## config.mk

```make
export PLATFORM = sky130hd
export DESIGN_NAME = bitty_fetch_unit_flat
export DESIGN_NICKNAME = d
export VERILOG_FILES = /design/src/rtl/bitty_pkg.sv /design/src/rtl/bitty_fetch_unit_if.sv /design/src/rtl/bitty_pc.sv /design/src/rtl/bitty_fetch_unit.sv /design/src/flat_wrapper.sv
export SDC_FILE = /design/constraint.sdc
export NUM_CORES = 1
export LEC_CHECK = 0
export CELL_PAD_IN_SITES_DETAIL_PLACEMENT = 2
export CELL_PAD_IN_SITES_GLOBAL_PLACEMENT = 2
export CORE_MARGIN = 2
export CORE_UTILIZATION = 28
export DETAILED_ROUTE_END_ITERATION = 8
export PLACE_DENSITY_LB_ADDON = 0.1
export SLEW_MARGIN = 20
export SYNTH_ARGS = -nofsm -noshare
export SYNTH_HDL_FRONTEND = slang
export SYNTH_SLANG_ARGS = --single-unit
```

## constraint.sdc

```tcl
create_clock -name clk -period 2.3 [get_ports clk]
set_clock_uncertainty 0.2 [all_clocks]
set_input_delay 0.46 -clock clk [delete_from_list [all_inputs] [get_ports clk]]
set_output_delay 0.46 -clock clk [all_outputs]
set_load 0.005 [all_outputs]
```

## src/rtl/bitty_pkg.sv

```systemverilog
// -----------------------------------------------------------------------------
// bitty_pkg
//  Shared constants for the bitty fetch unit and bitty_core.
//  - DATA_W      : instruction width used by both fetch and core.
//  - ST_*        : 3-bit encoding of the fetch FSM states.
// -----------------------------------------------------------------------------
package bitty_pkg;

    localparam int DATA_W = 16;

    localparam logic [2:0] ST_IDLE  = 3'd0;
    localparam logic [2:0] ST_FETCH = 3'd1;
    localparam logic [2:0] ST_WAIT  = 3'd2;
    localparam logic [2:0] ST_ISSUE = 3'd3;
    localparam logic [2:0] ST_EXEC  = 3'd4;

endpackage

```

## src/rtl/bitty_fetch_unit_if.sv

```systemverilog
// -----------------------------------------------------------------------------
// bitty_fetch_unit_if
//  Memory read bus plus core handshake seen by the fetch unit.
//   mem_rd_en    fetch -> mem   one-cycle read request
//   mem_addr     fetch -> mem   read address, held until mem_rd_valid
//   mem_rd_data  mem -> fetch   read data
//   mem_rd_valid mem -> fetch   read data valid
//   instruction  fetch -> core  instruction word
//   run          fetch -> core  one-cycle start pulse
//   done         core -> fetch  completion pulse
//  master = fetch unit side, slave = memory/core side.
// -----------------------------------------------------------------------------
interface bitty_fetch_unit_if
    import bitty_pkg::*;
#(
    parameter int ADDR_W = 8,
    parameter int DATA_W = bitty_pkg::DATA_W
);
    logic              mem_rd_en;
    logic [ADDR_W-1:0] mem_addr;
    logic [DATA_W-1:0] mem_rd_data;
    logic              mem_rd_valid;
    logic [DATA_W-1:0] instruction;
    logic              run;
    logic              done;

    modport master (
        output mem_rd_en, mem_addr, instruction, run,
        input  mem_rd_data, mem_rd_valid, done
    );

    modport slave (
        input  mem_rd_en, mem_addr, instruction, run,
        output mem_rd_data, mem_rd_valid, done
    );
endinterface

```

## src/rtl/bitty_pc.sv

```systemverilog
// -----------------------------------------------------------------------------
// bitty_pc
//  Program counter with a pending-jump register.
//   clk, reset  rising-edge clock, synchronous active-low reset
//   inc         instruction completed: take jump target if any, else pc+1
//   load        capture load_val as the pending jump target (last wins)
//   load_val    jump target
//   apply       fetch is starting from idle: take a pending target if any
//   pc          current program counter
//  A load in the same cycle as inc/apply is used directly as the target.
// -----------------------------------------------------------------------------
module bitty_pc #(
    parameter int ADDR_W = 8
) (
    input  logic              clk,
    input  logic              reset,
    input  logic              inc,
    input  logic              load,
    input  logic [ADDR_W-1:0] load_val,
    input  logic              apply,
    output logic [ADDR_W-1:0] pc
);
    logic [ADDR_W-1:0] r_pc;
    logic [ADDR_W-1:0] r_pend_val;
    logic              r_pend_vld;
    logic              w_has_tgt;
    logic [ADDR_W-1:0] w_tgt;

    assign w_has_tgt = load | r_pend_vld;
    assign w_tgt     = load ? load_val : r_pend_val;
    assign pc        = r_pc;

    always_ff @(posedge clk) begin
        if (!reset) begin
            r_pc       <= '0;
            r_pend_val <= '0;
            r_pend_vld <= 1'b0;
        end else if (inc) begin
            // Natural wrap at 2^ADDR_W.
            r_pc       <= w_has_tgt ? w_tgt : r_pc + 1'b1;
            r_pend_vld <= 1'b0;
        end else if (apply) begin
            if (w_has_tgt) r_pc <= w_tgt;
            r_pend_vld <= 1'b0;
        end else if (load) begin
            r_pend_vld <= 1'b1;
            r_pend_val <= load_val;
        end
    end
endmodule

```

## src/rtl/bitty_fetch_unit.sv

```systemverilog
// -----------------------------------------------------------------------------
// bitty_fetch_unit
//  Instruction fetch stage feeding bitty_core. Reads one instruction at pc,
//  pulses run, waits for done, advances pc (or jumps) and repeats while
//  enable=1. A watchdog aborts an instruction whose done never arrives.
//   clk, reset   rising-edge clock, synchronous active-low reset
//   enable       keep fetching; sampled only in IDLE and at EXEC exit
//   bus          memory read bus + core run/done handshake (master side)
//   pc_load      request a jump to pc_load_val
//   pc_load_val  jump target
//   pc           address of the instruction in flight
//   busy         FSM not in IDLE
//   timeout_err  sticky watchdog abort flag, cleared by reset only
// -----------------------------------------------------------------------------
module bitty_fetch_unit
    import bitty_pkg::*;
#(
    parameter int ADDR_W  = 8,
    parameter int DATA_W  = bitty_pkg::DATA_W,
    parameter int TIMEOUT = 255
) (
    input  logic                clk,
    input  logic                reset,
    input  logic                enable,
    bitty_fetch_unit_if.master  bus,
    input  logic                pc_load,
    input  logic [ADDR_W-1:0]   pc_load_val,
    output logic [ADDR_W-1:0]   pc,
    output logic                busy,
    output logic                timeout_err
);
    localparam int              WD_W     = $clog2(TIMEOUT + 1);
    localparam logic [WD_W-1:0] WD_LIMIT = WD_W'(TIMEOUT);

    logic [2:0]        r_state;
    logic [2:0]        w_state_nxt;
    logic [WD_W-1:0]   r_wd;
    logic [WD_W-1:0]   w_wd_inc;
    logic              r_rd_en;
    logic              r_run;
    logic              r_busy;
    logic              r_err;
    logic [DATA_W-1:0] r_instr;
    logic [ADDR_W-1:0] w_pc;
    logic              w_done_exec;
    logic              w_abort;
    logic              w_apply;

    // r_wd holds (EXEC cycles elapsed - 1); w_wd_inc is the current EXEC
    // cycle number, so the abort fires on the TIMEOUT-th cycle without done.
    assign w_wd_inc    = r_wd + 1'b1;
    assign w_done_exec = (r_state == ST_EXEC) && bus.done;
    assign w_abort     = (r_state == ST_EXEC) && !bus.done && (w_wd_inc == WD_LIMIT);
    assign w_apply     = (r_state == ST_IDLE) && (w_state_nxt == ST_FETCH);

    always_comb begin
        w_state_nxt = r_state;
        case (r_state)
            ST_IDLE:  if (enable && !r_err) w_state_nxt = ST_FETCH;
            ST_FETCH: w_state_nxt = ST_WAIT;
            ST_WAIT:  if (bus.mem_rd_valid) w_state_nxt = ST_ISSUE;
            ST_ISSUE: w_state_nxt = ST_EXEC;
            ST_EXEC: begin
                if (bus.done)     w_state_nxt = enable ? ST_FETCH : ST_IDLE;
                else if (w_abort) w_state_nxt = ST_IDLE;
            end
            default:  w_state_nxt = ST_IDLE;
        endcase
    end

    // Outputs are registered from the next state so each one reflects the
    // state it belongs to in the same cycle, with no input-to-output path.
    always_ff @(posedge clk) begin
        if (!reset) begin
            r_state <= ST_IDLE;
            r_wd    <= '0;
            r_rd_en <= 1'b0;
            r_run   <= 1'b0;
            r_busy  <= 1'b0;
            r_err   <= 1'b0;
            r_instr <= '0;
        end else begin
            r_state <= w_state_nxt;
            r_rd_en <= (w_state_nxt == ST_FETCH);
            r_run   <= (w_state_nxt == ST_ISSUE);
            r_busy  <= (w_state_nxt != ST_IDLE);
            if ((r_state == ST_WAIT) && bus.mem_rd_valid) r_instr <= bus.mem_rd_data;
            if (r_state == ST_ISSUE)     r_wd <= '0;
            else if (r_state == ST_EXEC) r_wd <= w_wd_inc;
            if (w_abort) r_err <= 1'b1;
        end
    end

    bitty_pc #(.ADDR_W(ADDR_W)) u_pc (
        .clk      (clk),
        .reset    (reset),
        .inc      (w_done_exec),
        .load     (pc_load),
        .load_val (pc_load_val),
        .apply    (w_apply),
        .pc       (w_pc)
    );

    // pc only moves at EXEC exit or IDLE->FETCH, so it is stable as the
    // read address from FETCH through WAIT.
    assign bus.mem_rd_en   = r_rd_en;
    assign bus.mem_addr    = w_pc;
    assign bus.instruction = r_instr;
    assign bus.run         = r_run;
    assign pc              = w_pc;
    assign busy            = r_busy;
    assign timeout_err     = r_err;
endmodule
```

## src/flat_wrapper.sv

```systemverilog
// flat-port wrapper written by rule: the top's interface ports become plain ports
module bitty_fetch_unit_flat import bitty_pkg::*;
#(
    parameter int ADDR_W  = 8,
    parameter int DATA_W  = bitty_pkg::DATA_W,
    parameter int TIMEOUT = 255
)
  (clk, reset, enable, pc_load, pc_load_val, pc, busy, timeout_err, bus_mem_rd_en, bus_mem_addr, bus_instruction, bus_run, bus_mem_rd_data, bus_mem_rd_valid, bus_done);
  bitty_fetch_unit_if #(.ADDR_W(ADDR_W), .DATA_W(DATA_W)) bus_i ();
  input  logic clk;
  input  logic reset;
  input  logic enable;
  input  logic pc_load;
  input  logic [ADDR_W-1:0] pc_load_val;
  output logic [ADDR_W-1:0] pc;
  output logic busy;
  output logic timeout_err;
  output wire logic [$bits(bus_i.mem_rd_en)-1:0] bus_mem_rd_en;
  output wire logic [$bits(bus_i.mem_addr)-1:0] bus_mem_addr;
  output wire logic [$bits(bus_i.instruction)-1:0] bus_instruction;
  output wire logic [$bits(bus_i.run)-1:0] bus_run;
  input wire logic [$bits(bus_i.mem_rd_data)-1:0] bus_mem_rd_data;
  input wire logic [$bits(bus_i.mem_rd_valid)-1:0] bus_mem_rd_valid;
  input wire logic [$bits(bus_i.done)-1:0] bus_done;
  assign bus_mem_rd_en = bus_i.mem_rd_en;
  assign bus_mem_addr = bus_i.mem_addr;
  assign bus_instruction = bus_i.instruction;
  assign bus_run = bus_i.run;
  assign bus_i.mem_rd_data = bus_mem_rd_data;
  assign bus_i.mem_rd_valid = bus_mem_rd_valid;
  assign bus_i.done = bus_done;
  bitty_fetch_unit #(.ADDR_W(ADDR_W), .DATA_W(DATA_W), .TIMEOUT(TIMEOUT)) u_core (.clk(clk), .reset(reset), .enable(enable), .bus(bus_i), .pc_load(pc_load), .pc_load_val(pc_load_val), .pc(pc), .busy(busy), .timeout_err(timeout_err));
endmodule
```

# Word level (Yosys, flattened, before mapping)
# Index checks and enable logic that the tools add are counted.
[word_totals] output_inout_bits=36 word_cells=50 input_bits=30 ff_bits=48
[op_classes] addsub=2 n_eq_ne=7 n_reduce_logical=16 n_mux=11 n_bitwise=4
[op_table] operator="$mux W8" count=5
[op_table] operator="$add A8 B1 Y8 const B" count=2
[op_table] operator="$pmux W3 S5" count=1
[op_table] operator="$mux W3" count=4
[op_table] operator="$eq A3 B2 Y1 const B" count=3
[op_table] operator="$eq A8 B8 Y1 const B" count=1
[op_table] operator="$eq A3 B1 Y1 const B" count=2
[op_table] operator="$logic_and A1 B1 Y1" count=6
[op_table] operator="$reduce_and A2 Y1" count=2
[op_table] operator="$reduce_bool A2 Y1" count=2
[op_table] operator="$eq A3 B3 Y1 const B" count=1
[op_table] operator="$logic_not A3 Y1" count=1
[op_table] operator="$not A1 Y1" count=3
[op_table] operator="$reduce_bool A3 Y1" count=1
[op_table] operator="$reduce_or A3 Y1" count=1
[op_table] operator="$logic_not A1 Y1" count=2
[op_table] operator="$reduce_or A2 Y1" count=1
[op_table] operator="$mux W1" count=1
[op_table] operator="$or A1 B1 Y1" count=1

# Longest topological paths before layout
[depth] depth_word=10 ltp_mapped=7 mapped_depth_nobuf=6

# Modules after synthesis
# Synthesis repeated with hierarchy kept, for this count alone.
[unflattened] cells_unflattened=267 area_unflattened_um2=2273.4
[by_module_without_submodules] mod="bitty_fetch_unit" n_inst=1 seq_area_each_um2=620.6 area_per_inst_um2=1333.8 cells_per_inst=160
[by_module_without_submodules] mod="bitty_pc" n_inst=1 seq_area_each_um2=340.3 area_per_inst_um2=939.7 cells_per_inst=107

# Least setup slack after synthesis
# OpenSTA, ideal clock, no wires.
[synth_timing] kind="input to register" from="input pc_load" to="register u_core.u_pc.r_pc[4] (netlist: u_core.u_pc.pc[4])" path_buffers=2 slack_ns=0.379 t_arrival_ns=1.660 required_time_ns=2.040 stages=6 setup_ns=0.060 cell_sequence="buf_6 > or2_4 > buf_6 > or4_1 > o21ai_1 > a32o_1"
[synth_via] elab_chain_cells=4 word_cells_on_any_way=8 cone_classes="mux: 5; bitwise: 1; reduce/logical: 2"
[synth_lines] element="start, declared" line_no="flat_wrapper.sv:13" text="input logic pc_load;"
[synth_lines] element="$mux W8"
[synth_lines] element="$mux W8" line_no="bitty_pc.sv:43" text="if (w_has_tgt) r_pc <= w_tgt;"
[synth_lines] element="$mux W8" line_no="bitty_pc.sv:42" text="end else if (apply) begin"
[synth_lines] element="$mux W8" line_no="bitty_pc.sv:38" text="end else if (inc) begin"
[synth_lines] element="end signal, assigned" line_no="bitty_pc.sv:40" text="r_pc <= w_has_tgt ? w_tgt : r_pc + 1'b1;"
[synth_lines] element="end signal, assigned" line_no="bitty_pc.sv:43"
[synth_lines] element="end, declared" line_no="bitty_pc.sv:23" text="logic [ADDR_W-1:0] r_pc;"
# Parallel ways exist; a longest one is shown, timed or not. The select of a mux whose other input is x is not followed.
# A chain may end at the register's enable or synchronous reset.

# Worst setup path in the final report
[layout_timing] from="register u_core.u_pc.r_pc[0] (netlist: u_core.u_pc.pc[0])" to="output pc[0]"
[layout_rtl] element="end, declared" line_no="flat_wrapper.sv:15" text="output logic [ADDR_W-1:0] pc;"
# No word-level cell between the ends.

==> flow_summary.json <==
{
  "status": "finished clean",
  "slew-limit-headroom_pct": 66.7,
  "final_max_slew_viol_count": 0,
  "dp_hpwl_um": 5430,
  "synth_nets": 308,
  "combPwrFrac_pct": 19.6,
  "clock_latency_ns": 0.30,
  "whs_path_depth": 2,
  "vias_per_cell": 5.03,
  "yosysSeqAreaShare_pct": 39.7,
  "dieArea_um2": 9410,
  "clockBufferDepth": 2,
  "synth_xor_area_share_pct": 3.26,
  "path_buf_inv": 1,
  "drc_errors": 0,
  "path_cells": "clkdlybuf4s50_1",
  "syn_inst": 275,
  "synth-compound-area-share_pct": 20.1,
  "leakage_nw": 1.21,
  "layout-drive-gt1-share_pct": 10.0,
  "reg2reg_depth": 4,
  "avgSynthCellArea_um2": 8.80,
  "cp.required_ns": 1.64,
  "worstPathArrival_ns": 1.37,
  "clk_pin_slew_ns": 0.10,
  "cpPeakStageDelay_ns": 0.56,
  "syn_area_um2": 2420,
  "end_kind": "output port",
  "cts-hold-fix-buffers": 0,
  "finalCritPeriodShare_pct": 88.1,
  "tightestPinTransition_ns": 0.497,
  "finalSetupTns_ns": 0,
  "ant_nets": 0,
  "pin_count": 66,
  "synth_seq_cells": 48,
  "post_cts_buffers": 0,
  "die_w_um": 97.0,
  "synth_cell_type_count": 51,
  "cp_top_family": "buffers and inverters",
  "p_switching_mw": 0.534,
  "ff2ff_setup_slack_ns": 0.28,
  "dpl_cell_area_um2": 3210,
  "area_delta_synth_final_pct": 37.2,
  "htree_levels": 2,
  "fillers": 954,
  "drt_first_pass_iters": 4,
  "routed_wl_um": 7320,
  "min_path_type": "flip-flop to flip-flop",
  "portBuffers": 65,
  "wire_per_inst_um": 16.5,
  "start_kind": "flip-flop",
  "tritoncts_num_sinks": 48,
  "netSwitchingFraction_pct": 27.4,
  "fin_crit_ns": 2.03,
  "yosysWarnings": 0,
  "grt_max_degree": 23,
  "power_density_nw_per_um2": 586,
  "seqPwrFrac_pct": 47.3,
  "rsz0062_at_grt": "no",
  "num-nets-final": 371,
  "min_to": "u_core.bus.instruction[13]",
  "min_from": "u_core.bus.instruction[13]",
  "die_height_um": 97.0,
  "stdcell_area_um2": 3320,
  "fp.coreArea_um2": 8300,
  "ir_drop_mv": 0.239,
  "regArea_um2": 961,
  "async_reset_ff_share_pct": 0,
  "post_cts_resized": 0,
  "yosys_most_used_dff": "dfxtp_1",
  "numCtsBuffers": 5,
  "antenna_found_initial": 0,
  "synthSimpleGateAreaFrac_pct": 23.6,
  "setup_viol": 0,
  "grt_pass1_vias": 2299,
  "grt_pass1_wl_um": 12300,
  "grt_overflow": 0,
  "num_antenna_cells": 0,
  "tritoncts": "done",
  "grtUsageTotal_pct": 15.9,
  "rr_endpoint": "u_core.u_pc.pc[7]",
  "cp_slowest_cell": "clkdlybuf4s50_1",
  "synth-edff-count": 0,
  "vias": 2234,
  "fmax_mhz": 493,
  "initial_core_util_pct": 29.2,
  "crit_type": "flip-flop to output port",
  "num_rows": 33,
  "gp_congestion": 0.712,
  "drt_iter0_drc": 72,
  "multi_input_area_um2": 1290,
  "rr_startpoint": "u_core.u_pc.pc[0]",
  "pwr-share-clk_pct": 33.1,
  "final_hold_viol_count": 0,
  "p_int_mw": 1.41,
  "synthAdderAreaFrac_pct": 1.55,
  "synth_top_family_by_area": "simple AND/OR/NAND/NOR gates",
  "path_max_fanout": 7,
  "root_buffer": "clkbuf_8",
  "cap_violations": 0,
  "yosys-mux-area-fraction_pct": 5.01
}
-- how the worst max path moves through the flow --
stage / startpoint / to / cells past startpoint
floorplan: pc_load / u_core.u_pc.pc[4] / 6
global placement: bus_done / u_core.u_pc.pc[3] / 6
detailed placement: bus_done / u_core.u_pc.pc[3] / 5
CTS: u_core.u_pc.pc[3] / bus_mem_addr[3] / 1
global route: u_core.u_pc.pc[0] / u_core.u_pc.pc[7] / 4
finish: u_core.u_pc.pc[0] / pc[0] / 1
-- layout by cell type (no fill, tap or decap), types with 6 or more instances in the layout --
cell,instances
xor2_1,6
and3_1,10
buf_4,16
nand3_1,7
nand2_1,37
nor2_1,16
clkdlybuf4s50_1,65
a21oi_1,20
and2_1,7
dfxtp_1,48
mux2i_1,11
-- per-layer routing --
layer	routed length [µm]	share of wire, %	GRT usage [%]
met5	0	0	0
met4	57	0.78	2.93
met3	273	3.7	3.03
met2	3350	46	26.0
met1	3640	50	22.1
-- cells in the mapped netlist (2+ instances only) --
library cell	instances	area share, %
dfxtp_1	48	40
nand2_1	37	5.7
a21oi_1	20	4.1
nor2_1	16	2.5
mux2i_1	11	4.5
and3_1	10	2.6
clkbuf_1	10	1.6
buf_4	9	2.8
and2_1	7	1.8
nand3_1	7	1.4
buf_2	6	1.2
xor2_1	6	2.2
nand4b_1	5	1.8
nor3_1	5	1.0
o21a_1	5	1.6
a211oi_1	4	1.2
a311oi_1	4	1.4
a32o_1	4	1.7
o21ai_0	4	0.83
a211o_1	3	1.1
a21boi_0	3	0.93
a21boi_1	3	0.93
ha_1	3	1.6
nor2b_1	3	0.78
o311a_1	3	1.2
or4_1	3	0.93
xnor2_1	3	1.1
a31o_1	2	0.72
a31oi_1	2	0.52
buf_6	2	0.93
inv_1	2	0.31
nand2b_1	2	0.52
nand3b_1	2	0.62
nand4_1	2	0.52
o211ai_1	2	0.62
o21ai_1	2	0.41
-- cell type report --
cell class,count,area share (%)
Inverter,2,0.226
Tap cell,105,3.96
Clock inverter,3,1.39
Sequential cell,48,28.9
Clock buffer,5,2.07
Timing Repair Buffer,83,24.4
Multi-Input combinational cell,198,39.0
-- kinds of logic after synthesis --
group | Yosys count
adder cells (fa/ha/maj) | 3
buffers and inverters | 29
flip-flops | 48
multiplexers | 12
AO/OA/AOI/OAI | 67
AND/OR/NAND/NOR | 107
XOR/XNOR | 9
-- state kept, by name, indices dropped and copies added, names as in the netlist --
signal	flops
u_core.bus.instruction	16
u_core.u_pc.pc	8
u_core.bus.run	1
u_core.busy	1
u_core.timeout_err	1
u_core.bus.mem_rd_en	1
u_core.u_pc.r_pend_val	8
u_core.r_wd	8
u_core.r_state	3
u_core.u_pc.r_pend_vld	1
-- power by group through the flow --
stage / registers (mW) / clock network, mW / logic (mW)
global placement: 0.939 / 0 / 0.374
finish: 0.921 / 0.644 / 0.381
CTS: 0.923 / 0.674 / 0.387
global route: 0.930 / 0.701 / 0.421
detailed placement: 0.942 / 0 / 0.383
floorplan: 0.928 / 0 / 0.199
-- stage by stage --
step / util, % / hold WS (ns) / cells / total power [mW] / setup slack, ns
detailed placement: 38.6 / 0.253 / 436 / 1.33 / -0.00884
floorplan: - / 0.253 / 275 / 1.13 / 0.379
global placement: 38.6 / 0.242 / 436 / 1.31 / 0.0208
CTS: 40.0 / 0.268 / 444 / 1.98 / 0.252
global route: 40.0 / 0.286 / 444 / 2.05 / 0.202
finish: 40.0 / 0.261 / 444 / 1.95 / 0.273
Power figures use the tool's default switching activity.
